### src/rtl/kamus_pkg.sv
// kamus_pkg: shared CSR definitions for the kamus core.
//   csr_e     - 12-bit CSR address map
//   csr_op_e  - write-back CSR operation (write / set / clear)
//   MCAUSE_*  - synchronous exception codes
//   *_BIT     - mstatus / mip / mie field positions
//   csr_apply_op - read-modify-write combine of old value and source
package kamus_pkg;

    typedef enum logic [11:0] {
        CSR_MSTATUS   = 12'h300,
        CSR_MISA      = 12'h301,
        CSR_MIE       = 12'h304,
        CSR_MTVEC     = 12'h305,
        CSR_MSCRATCH  = 12'h340,
        CSR_MEPC      = 12'h341,
        CSR_MCAUSE    = 12'h342,
        CSR_MBADADDR  = 12'h343,
        CSR_MIP       = 12'h344,
        CSR_DSCRATCH  = 12'h7B2,
        CSR_MTIMECMP  = 12'h7C0,
        CSR_MTIMECMPH = 12'h7C1,
        CSR_MCYCLE    = 12'hB00,
        CSR_MINSTRET  = 12'hB02,
        CSR_MCYCLEH   = 12'hB80,
        CSR_MINSTRETH = 12'hB82,
        CSR_CYCLE     = 12'hC00,
        CSR_TIME      = 12'hC01,
        CSR_INSTRET   = 12'hC02,
        CSR_CYCLEH    = 12'hC80,
        CSR_TIMEH     = 12'hC81,
        CSR_INSTRETH  = 12'hC82,
        CSR_MVENDORID = 12'hF11,
        CSR_MARCHID   = 12'hF12,
        CSR_MIMPID    = 12'hF13,
        CSR_MHARTID   = 12'hF14
    } csr_e;

    typedef enum logic [1:0] {
        CSR_NONE = 2'b00,
        CSR_W    = 2'b01,
        CSR_S    = 2'b10,
        CSR_C    = 2'b11
    } csr_op_e;

    localparam logic [3:0] MCAUSE_INSTR_MISALIGN = 4'd0;
    localparam logic [3:0] MCAUSE_INSTR_FAULT    = 4'd1;
    localparam logic [3:0] MCAUSE_ILLEGAL_INSTR  = 4'd2;
    localparam logic [3:0] MCAUSE_BREAKPOINT     = 4'd3;
    localparam logic [3:0] MCAUSE_LOAD_MISALIGN  = 4'd4;
    localparam logic [3:0] MCAUSE_LOAD_FAULT     = 4'd5;
    localparam logic [3:0] MCAUSE_STORE_MISALIGN = 4'd6;
    localparam logic [3:0] MCAUSE_STORE_FAULT    = 4'd7;
    localparam logic [3:0] MCAUSE_ECALL_M        = 4'd11;

    localparam int MSTATUS_MIE_BIT  = 3;
    localparam int MSTATUS_MPIE_BIT = 7;
    localparam int MSTATUS_MPP_LO   = 11;
    localparam int MSTATUS_MPP_HI   = 12;

    // mip and mie share the same field positions
    localparam int MIP_MSIP_BIT = 3;
    localparam int MIP_MTIP_BIT = 7;
    localparam int MIP_MEIP_BIT = 11;

    function automatic logic [31:0] csr_apply_op(input csr_op_e op,
                                                 input logic [31:0] old_val,
                                                 input logic [31:0] src);
        logic [31:0] res;
        case (op)
            CSR_W:   res = src;
            CSR_S:   res = old_val | src;
            CSR_C:   res = old_val & ~src;
            default: res = old_val;
        endcase
        return res;
    endfunction

endpackage

### src/rtl/kamus_csr_counter64.sv
// kamus_csr_counter64: 64-bit free-running counter with separately
// writable low and high halves.
//   clk_i, rst_i           - clock, synchronous active-high reset (clears to 0)
//   inc_i                  - add one this cycle
//   lo_we_i / lo_wdata_i   - replace bits [31:0]
//   hi_we_i / hi_wdata_i   - replace bits [63:32]
//   count_o                - current count
// A write to either half suppresses that cycle's increment; the unwritten
// half holds its value.
module kamus_csr_counter64 (
    input  logic        clk_i,
    input  logic        rst_i,
    input  logic        inc_i,
    input  logic        lo_we_i,
    input  logic [31:0] lo_wdata_i,
    input  logic        hi_we_i,
    input  logic [31:0] hi_wdata_i,
    output logic [63:0] count_o
);

    always_ff @(posedge clk_i) begin
        if (rst_i) begin
            count_o <= '0;
        end else if (lo_we_i || hi_we_i) begin
            if (lo_we_i) count_o[31:0]  <= lo_wdata_i;
            if (hi_we_i) count_o[63:32] <= hi_wdata_i;
        end else if (inc_i) begin
            count_o <= count_o + 64'd1;
        end
    end

endmodule

### src/rtl/kamus_csr_file.sv
// kamus_csr_file: architectural CSR storage, counters, trap/MRET state and
// interrupt-pending generation.
//   csr_rd_addr_i/csr_rd_data_o/csr_illegal_o - combinational EX-stage read
//   csr_wr_en_i/op/addr/src                   - WB-stage read-modify-write commit
//   instr_retire_i                            - instret increment
//   trap_i/trap_cause_i/trap_pc_i/trap_val_i  - synchronous exception entry
//   mret_i                                    - MRET retire
//   meip_i/msip_i                             - level interrupt lines
//   trap_vector_o/mepc_o/irq_pending_o        - redirect information
// Build option KAMUS_MACHINE_MODE_EN: when defined, all machine-mode CSRs,
// trap/MRET handling and interrupts exist; otherwise only the user counter
// CSRs are implemented and the trap/interrupt inputs are ignored.
module kamus_csr_file
    import kamus_pkg::*;
#(
    parameter logic [31:0] RESET_MTVEC = 32'h0000_0100,
    parameter logic [31:0] MISA_VALUE  = 32'h4000_0100
) (
    input  logic        clk_i,
    input  logic        rst_i,
    input  logic [11:0] csr_rd_addr_i,
    output logic [31:0] csr_rd_data_o,
    output logic        csr_illegal_o,
    input  logic        csr_wr_en_i,
    input  logic [1:0]  csr_wr_op_i,
    input  logic [11:0] csr_wr_addr_i,
    input  logic [31:0] csr_wr_src_i,
    input  logic        instr_retire_i,
    input  logic        trap_i,
    input  logic [3:0]  trap_cause_i,
    input  logic [31:0] trap_pc_i,
    input  logic [31:0] trap_val_i,
    input  logic        mret_i,
    input  logic        meip_i,
    input  logic        msip_i,
    output logic [31:0] trap_vector_o,
    output logic [31:0] mepc_o,
    output logic        irq_pending_o
);

    logic [63:0] cycles;
    logic [63:0] instret;
    logic        cyc_lo_we, cyc_hi_we, ins_lo_we, ins_hi_we;
    logic [31:0] cnt_wdata;
    logic [32:0] rd_result;

`ifdef KAMUS_MACHINE_MODE_EN
    logic [63:0] timecmp;
    logic [31:0] mtvec, mscratch, mepc, mbadaddr, dscratch;
    logic        mstatus_mie, mstatus_mpie;
    logic        mcause_int;
    logic [3:0]  mcause_code;
    logic [2:0]  mie_en;    // {meie, mtie, msie}
    logic [2:0]  mip_vec;   // {meip, mtip, msip}
    logic [31:0] mstatus_rd, mie_rd, mip_rd;
    logic        wr_valid;
    logic [32:0] wr_rmw;
    logic [31:0] wr_new;
`endif

    // Returns {illegal, data} for a CSR address from current register state.
    function automatic logic [32:0] csr_read(input logic [11:0] addr);
        logic [32:0] r;
        r = '0;
        case (addr)
            CSR_CYCLE, CSR_TIME:     r[31:0] = cycles[31:0];
            CSR_CYCLEH, CSR_TIMEH:   r[31:0] = cycles[63:32];
            CSR_INSTRET:             r[31:0] = instret[31:0];
            CSR_INSTRETH:            r[31:0] = instret[63:32];
`ifdef KAMUS_MACHINE_MODE_EN
            CSR_MCYCLE:              r[31:0] = cycles[31:0];
            CSR_MCYCLEH:             r[31:0] = cycles[63:32];
            CSR_MINSTRET:            r[31:0] = instret[31:0];
            CSR_MINSTRETH:           r[31:0] = instret[63:32];
            CSR_MSTATUS:             r[31:0] = mstatus_rd;
            CSR_MISA:                r[31:0] = MISA_VALUE;
            CSR_MIE:                 r[31:0] = mie_rd;
            CSR_MIP:                 r[31:0] = mip_rd;
            CSR_MTVEC:               r[31:0] = mtvec;
            CSR_MSCRATCH:            r[31:0] = mscratch;
            CSR_MEPC:                r[31:0] = mepc;
            CSR_MCAUSE:              r[31:0] = {mcause_int, 27'b0, mcause_code};
            CSR_MBADADDR:            r[31:0] = mbadaddr;
            CSR_DSCRATCH:            r[31:0] = dscratch;
            CSR_MTIMECMP:            r[31:0] = timecmp[31:0];
            CSR_MTIMECMPH:           r[31:0] = timecmp[63:32];
            CSR_MVENDORID, CSR_MARCHID,
            CSR_MIMPID, CSR_MHARTID: r[31:0] = '0;
`endif
            default:                 r = {1'b1, 32'h0};
        endcase
        return r;
    endfunction

    always_comb begin
        rd_result = csr_read(csr_rd_addr_i);
    end

    assign csr_rd_data_o = rd_result[31:0];
    assign csr_illegal_o = rd_result[32];

`ifdef KAMUS_MACHINE_MODE_EN
    assign mip_vec = {meip_i, (cycles >= timecmp), msip_i};

    always_comb begin
        mstatus_rd = '0;
        mstatus_rd[MSTATUS_MPP_HI:MSTATUS_MPP_LO] = 2'b11;
        mstatus_rd[MSTATUS_MPIE_BIT] = mstatus_mpie;
        mstatus_rd[MSTATUS_MIE_BIT]  = mstatus_mie;
        mie_rd = '0;
        mie_rd[MIP_MEIP_BIT] = mie_en[2];
        mie_rd[MIP_MTIP_BIT] = mie_en[1];
        mie_rd[MIP_MSIP_BIT] = mie_en[0];
        mip_rd = '0;
        mip_rd[MIP_MEIP_BIT] = mip_vec[2];
        mip_rd[MIP_MTIP_BIT] = mip_vec[1];
        mip_rd[MIP_MSIP_BIT] = mip_vec[0];
    end

    assign wr_valid = csr_wr_en_i && (csr_wr_op_i != CSR_NONE);

    always_comb begin
        wr_rmw = csr_read(csr_wr_addr_i);
        wr_new = csr_apply_op(csr_op_e'(csr_wr_op_i), wr_rmw[31:0], csr_wr_src_i);
    end

    assign cnt_wdata = wr_new;
    assign cyc_lo_we = wr_valid && (csr_wr_addr_i == CSR_MCYCLE);
    assign cyc_hi_we = wr_valid && (csr_wr_addr_i == CSR_MCYCLEH);
    assign ins_lo_we = wr_valid && (csr_wr_addr_i == CSR_MINSTRET);
    assign ins_hi_we = wr_valid && (csr_wr_addr_i == CSR_MINSTRETH);

    always_ff @(posedge clk_i) begin
        if (rst_i) begin
            timecmp      <= '1;
            mtvec        <= RESET_MTVEC;
            mscratch     <= '0;
            mepc         <= '0;
            mbadaddr     <= '0;
            dscratch     <= '0;
            mstatus_mie  <= 1'b0;
            mstatus_mpie <= 1'b0;
            mcause_int   <= 1'b0;
            mcause_code  <= '0;
            mie_en       <= '0;
        end else begin
            // Registers touched by trap/MRET only accept a CSR write when no
            // higher-priority event targets them in the same cycle.
            if (wr_valid) begin
                case (csr_wr_addr_i)
                    CSR_MTVEC:     mtvec          <= wr_new;
                    CSR_MSCRATCH:  mscratch       <= wr_new;
                    CSR_DSCRATCH:  dscratch       <= wr_new;
                    CSR_MTIMECMP:  timecmp[31:0]  <= wr_new;
                    CSR_MTIMECMPH: timecmp[63:32] <= wr_new;
                    CSR_MIE:       mie_en <= {wr_new[MIP_MEIP_BIT], wr_new[MIP_MTIP_BIT],
                                              wr_new[MIP_MSIP_BIT]};
                    CSR_MEPC:      if (!trap_i) mepc <= wr_new;
                    CSR_MBADADDR:  if (!trap_i) mbadaddr <= wr_new;
                    CSR_MCAUSE: begin
                        if (!trap_i) begin
                            mcause_int  <= wr_new[31];
                            mcause_code <= wr_new[3:0];
                        end
                    end
                    CSR_MSTATUS: begin
                        if (!trap_i && !mret_i) begin
                            mstatus_mie  <= wr_new[MSTATUS_MIE_BIT];
                            mstatus_mpie <= wr_new[MSTATUS_MPIE_BIT];
                        end
                    end
                    default: ;
                endcase
            end
            if (trap_i) begin
                mepc         <= trap_pc_i;
                mcause_int   <= 1'b0;
                mcause_code  <= trap_cause_i;
                mbadaddr     <= trap_val_i;
                mstatus_mpie <= mstatus_mie;
                mstatus_mie  <= 1'b0;
            end else if (mret_i) begin
                mstatus_mie  <= mstatus_mpie;
                mstatus_mpie <= 1'b1;
            end
        end
    end

    assign trap_vector_o = {mtvec[31:2], 2'b00};
    assign mepc_o        = {mepc[31:2], 2'b00};
    assign irq_pending_o = mstatus_mie & |(mip_vec & mie_en);
`else
    logic unused_mm;
    assign unused_mm = ^{csr_wr_en_i, csr_wr_op_i, csr_wr_addr_i, csr_wr_src_i,
                         trap_i, trap_cause_i, trap_pc_i, trap_val_i,
                         mret_i, meip_i, msip_i, MISA_VALUE};

    assign cnt_wdata     = '0;
    assign cyc_lo_we     = 1'b0;
    assign cyc_hi_we     = 1'b0;
    assign ins_lo_we     = 1'b0;
    assign ins_hi_we     = 1'b0;
    assign trap_vector_o = RESET_MTVEC;
    assign mepc_o        = '0;
    assign irq_pending_o = 1'b0;
`endif

    kamus_csr_counter64 u_cycles (
        .clk_i      (clk_i),
        .rst_i      (rst_i),
        .inc_i      (1'b1),
        .lo_we_i    (cyc_lo_we),
        .lo_wdata_i (cnt_wdata),
        .hi_we_i    (cyc_hi_we),
        .hi_wdata_i (cnt_wdata),
        .count_o    (cycles)
    );

    kamus_csr_counter64 u_instret (
        .clk_i      (clk_i),
        .rst_i      (rst_i),
        .inc_i      (instr_retire_i),
        .lo_we_i    (ins_lo_we),
        .lo_wdata_i (cnt_wdata),
        .hi_we_i    (ins_hi_we),
        .hi_wdata_i (cnt_wdata),
        .count_o    (instret)
    );

endmodule

### config.mk
export PLATFORM = sky130hd
export DESIGN_NAME = kamus_csr_file
export DESIGN_NICKNAME = d
export VERILOG_FILES = /design/src/rtl/kamus_pkg.sv /design/src/rtl/kamus_csr_counter64.sv /design/src/rtl/kamus_csr_file.sv
export SDC_FILE = /design/constraint.sdc
export NUM_CORES = 1
export LEC_CHECK = 0
export CAP_MARGIN = 20
export CORE_MARGIN = 8
export CORE_UTILIZATION = 45
export DETAILED_ROUTE_END_ITERATION = 10
export PLACE_DENSITY = 0.78
export SYNTH_ARGS = -nofsm -noshare
export SYNTH_HDL_FRONTEND = slang
export SYNTH_SLANG_ARGS = --single-unit
### constraint.sdc
create_clock -name clk_i -period 9.25 [get_ports clk_i]
set_clock_uncertainty 0.1 [all_clocks]
set_input_delay 2.775 -clock clk_i [delete_from_list [all_inputs] [get_ports clk_i]]
set_output_delay 2.775 -clock clk_i [all_outputs]
set_load 0.01 [all_outputs]
==> summary.md <==
| Metric | Value |
|---|---|
| Status | finished clean |
| Int Pwr | ~1 mW |
| Reg clk slew, reported paths | around 50 ps |
| Predominant post-synthesis flop cell | dfxtp_1 |
| CTS tree | built |
| WHS Path Cells | 1 |
| Drt wl/cell | about 18 um |
| Slew Viols, Final | 0 |
| R2R Path Start | u_instret.count_o[0]$_SDFFE_PP0P_ |
| Initial DRC count | around 850 |
| Final Cycle Share | between 80 and 90% |
| EDFF count, synth | 0 |
| Global placement routability congestion | 0.920 |
| #FFs+latches synth | roughly 130 |
| Vias per cell | 5.97 |
| Hold path start | u_cycles.count_o[0]$_SDFF_PP0_ |
| Row cnt | 46 |
| Post-layout net count | ~1100 |
| Post-DRT Antenna Nets | 0 |
| Post-Syn Instances | ~930 |
| H-Tree Depth | 4 |
| R2R Path End | u_instret.count_o[60]$_SDFFE_PP0P_ |
| Asr flop ratio synth | 0% |
| Setup Buffers After CTS | 0 |
| PostCTS Resize Cnt | 0 |
| Share of the yosys chip area belonging to registers | 34.9% |
| Kind of critical path | input port to primary output |
| Die Y | roughly 140 um |
| Hold Path Class | flop to flop |
| Synthesized-area fraction occupied by adder cells | 0.341% |
| Diodes inserted | 0 |
| Fill cell count | 1507 |
| Initial antenna violation count | 0 |
| Synth Area in Simple Gates | a little under a third |
| Max Fclk | between 100 and 150 MHz |
| Warnings, synthesis | 0 |
| CTS sink cnt | approximately 130 |
| WL final | around 21000 um |
| Hold bufs inserted after CTS | 0 |
| Pwr per Cell Area | approximately 150 nW/um^2 |
| Combinational share of power | 2.6% |
| Reg2Reg Depth | 6 |
| Worst-Skew Late Latency | around 430 ps |
| Hold Vio Cnt, Final | 0 |
| Final setup TNS | 0 ps |
| WP data required | roughly 6400 ps |
| Clock network fraction of design power | 53.9% |
| I/O pins | around 230 |
| Area of the multi-input gates | 4310 sq um |
| DR DRC count | 0 |
| Die span in x | roughly 140 um |
| Hold EP | u_cycles.count_o[0]$_SDFF_PP0_ |
| Post-synthesis mux area share | less than 1% |
| Hpwl dp | between 15000 and 20000 um |
| Vias in the first global route | roughly 6400 |
| Final core occ | ~52% |
| Overflow after GRT | 0 |
| CP Max Fanout | 32 |
| Psw | approximately 270 uW |
| Worst path arrival time | ~5300 ps |
| CTS buffer count | 17 |
| Largest family of logic cells by synthesized area | simple AND/OR/NAND/NOR gates |
| Max IR drop VDD | about 130 uV |
| Reg area | between 2000 and 3000 sq um |
| Synth Area in Compound Gates | between 10 and 15% |
| Die ar. | 20600 sq um |
| First-pass GRT wire length | between 30000 and 40000 um |
| Maxcap violations | 0 |
| Unrepaired setup endpoints after global routing | false |
| Final Setup Violations | 0 |
| CP Launch Type | input port |
| Netlist cell types | 44 |
| Slew HR | a little over a quarter |
| Crit path capture type | primary output |
| Core Box Area | between 15000 and 20000 sq um |
| Fin crit period | ~8200 ps |
| Drt first pass iters | 7 |
| Commonest non-fill, non-tap cell in the layout | dfxtp_1 |
| CTS Root Cell | clkbuf_16 |
| Largest net degree at the start of global routing | 104 |
| Initial Util | between 40 and 50% |
| Number of port buffers | 47 |
| Worst Tran Pin Value | 1090 ps |
| Flop-to-flop setup slack | ~6300 ps |
| Post-synthesis xor/xnor area fraction | ~9% |
| Leakage Power | ~2.7 nW |
| Flop pwr share | 43.5% |
| Switch share | 20.8% |
| Area of the mapped netlist | 7340 sq um |
| Clock buffer depth | 2 |
| Vias | ~7100 |
| Syn avg cell area | 7.87 sq um |
| Commonest cells after routing, fill and taps aside | dfxtp_1, nor2_1, nand2_1, nand4_1, conb_1 |
| Ratio of cells with drive above 1 in the final layout | between 5 and 6% |
| GRT Total Usage | 20.2% |
| Area grow syn2layout | 13.6% |
per-layer routing:
layer  GRT usage (%)  routed length (um)  up-vias
li1                -                   -     3333
met1            23.8                8380     3443
met2            34.9               10600      286
met3            4.35                1460       46
met4            8.36                 497        0
met5               0                   0        -
power by group through the flow:
| stage | logic, mW | registers [mW] | clock network (mW) |
|---|---|---|---|
| final | 0.0339 | 0.557 | 0.690 |
| after global routing | 0.0375 | 0.557 | 0.718 |
| after CTS | 0.0328 | 0.556 | 0.697 |
| after detailed placement | 0.0326 | 0.568 | 0 |
| after global placement | 0.0324 | 0.568 | 0 |
| after floorplan | 0.0438 | 0.567 | 0 |
final cells by class:
type | instances | share of cell area [%]
repair buffers | 53 | 6.15
flip-flops and latches | 128 | 30.7
clock inverters | 5 | 1.20
well taps | 216 | 3.24
clock buffers | 27 | 6.03
inverters | 22 | 0.991
multi-input cells | 739 | 51.6
flip-flops by register name, summed over array words and instances, names as in the netlist:
signal / flops
u_instret.count_o: 64
u_cycles.count_o: 64
worst max-delay path by stage:
| stage | cells after the start | startpoint | to | slack (ps) |
|---|---|---|---|---|
| finish | 8 | csr_rd_addr_i[11] | csr_rd_data_o[16] | 1050 |
| global route | 8 | csr_rd_addr_i[11] | csr_rd_data_o[16] | 910 |
| CTS | 8 | csr_rd_addr_i[11] | csr_rd_data_o[16] | 1080 |
| detailed placement | 8 | csr_rd_addr_i[11] | csr_rd_data_o[16] | 1090 |
| global placement | 8 | csr_rd_addr_i[11] | csr_rd_data_o[16] | 1180 |
| floorplan | 6 | csr_rd_addr_i[3] | csr_rd_data_o[0] | 2260 |
worst max-delay path: stages:
cell	delay, ps
clkdlybuf4s50_1	450
nor4bb_1	310
nand3_1	290
nor3_2	240
buf_4	370
a22oi_1	170
nand2_1	150
clkdlybuf4s50_1	550
cells by family (layout without fill, tap and decap cells):
family                     count (synthesis)  in the layout
AOI/OAI and AO/OA                        163            163
DFF                                      128            128
other                                      2             65
xor gates and xnor gates                  74             74
and+or+nand+nor                          433            433
adders and majority gates                  2              2
muxes                                      2              2
buffers and inverters                    129            107
through the flow:
stage / cells / setup slack, ps / cell area [sq um] / total power, mW / hold WS (ps)
floorplan: 996 / 2260 / 7570 / 0.611 / 342
global placement: 1158 / 1180 / 7730 / 0.601 / 366
detailed placement: 1158 / 1090 / 7730 / 0.601 / 395
CTS: 1190 / 1080 / 8340 / 1.29 / 404
global route: 1190 / 906 / 8340 / 1.31 / 421
finish: 1190 / 1050 / 8340 / 1.28 / 404
cell usage after synthesis (2+ instances only):
master / number / area (sq um)
a21o_1: 2 / 15.0
a21oi_1: 49 / 245
a22oi_1: 64 / 480
and2_1: 3 / 18.8
and3_1: 10 / 62.6
and4_1: 14 / 123
buf_1: 2 / 7.51
buf_2: 2 / 10.0
buf_4: 66 / 495
clkbuf_1: 36 / 135
conb_1: 2 / 7.51
dfxtp_1: 128 / 2560
ha_1: 2 / 25.0
inv_1: 22 / 82.6
nand2_1: 72 / 270
nand3_1: 56 / 280
nand3_2: 2 / 20.0
nand4_1: 70 / 438
nand4b_1: 4 / 35.0
nor2_1: 97 / 364
nor2b_1: 2 / 12.5
nor3_1: 23 / 115
nor4_1: 20 / 125
nor4_2: 6 / 75.1
nor4b_1: 2 / 17.5
o21ai_0: 38 / 190
o31ai_1: 6 / 45.0
or2_2: 3 / 18.8
or3_1: 36 / 225
or4_1: 6 / 45.0
or4_4: 3 / 33.8
xnor2_1: 26 / 228
xor2_1: 48 / 420
Power figures use the tool's default switching activity.
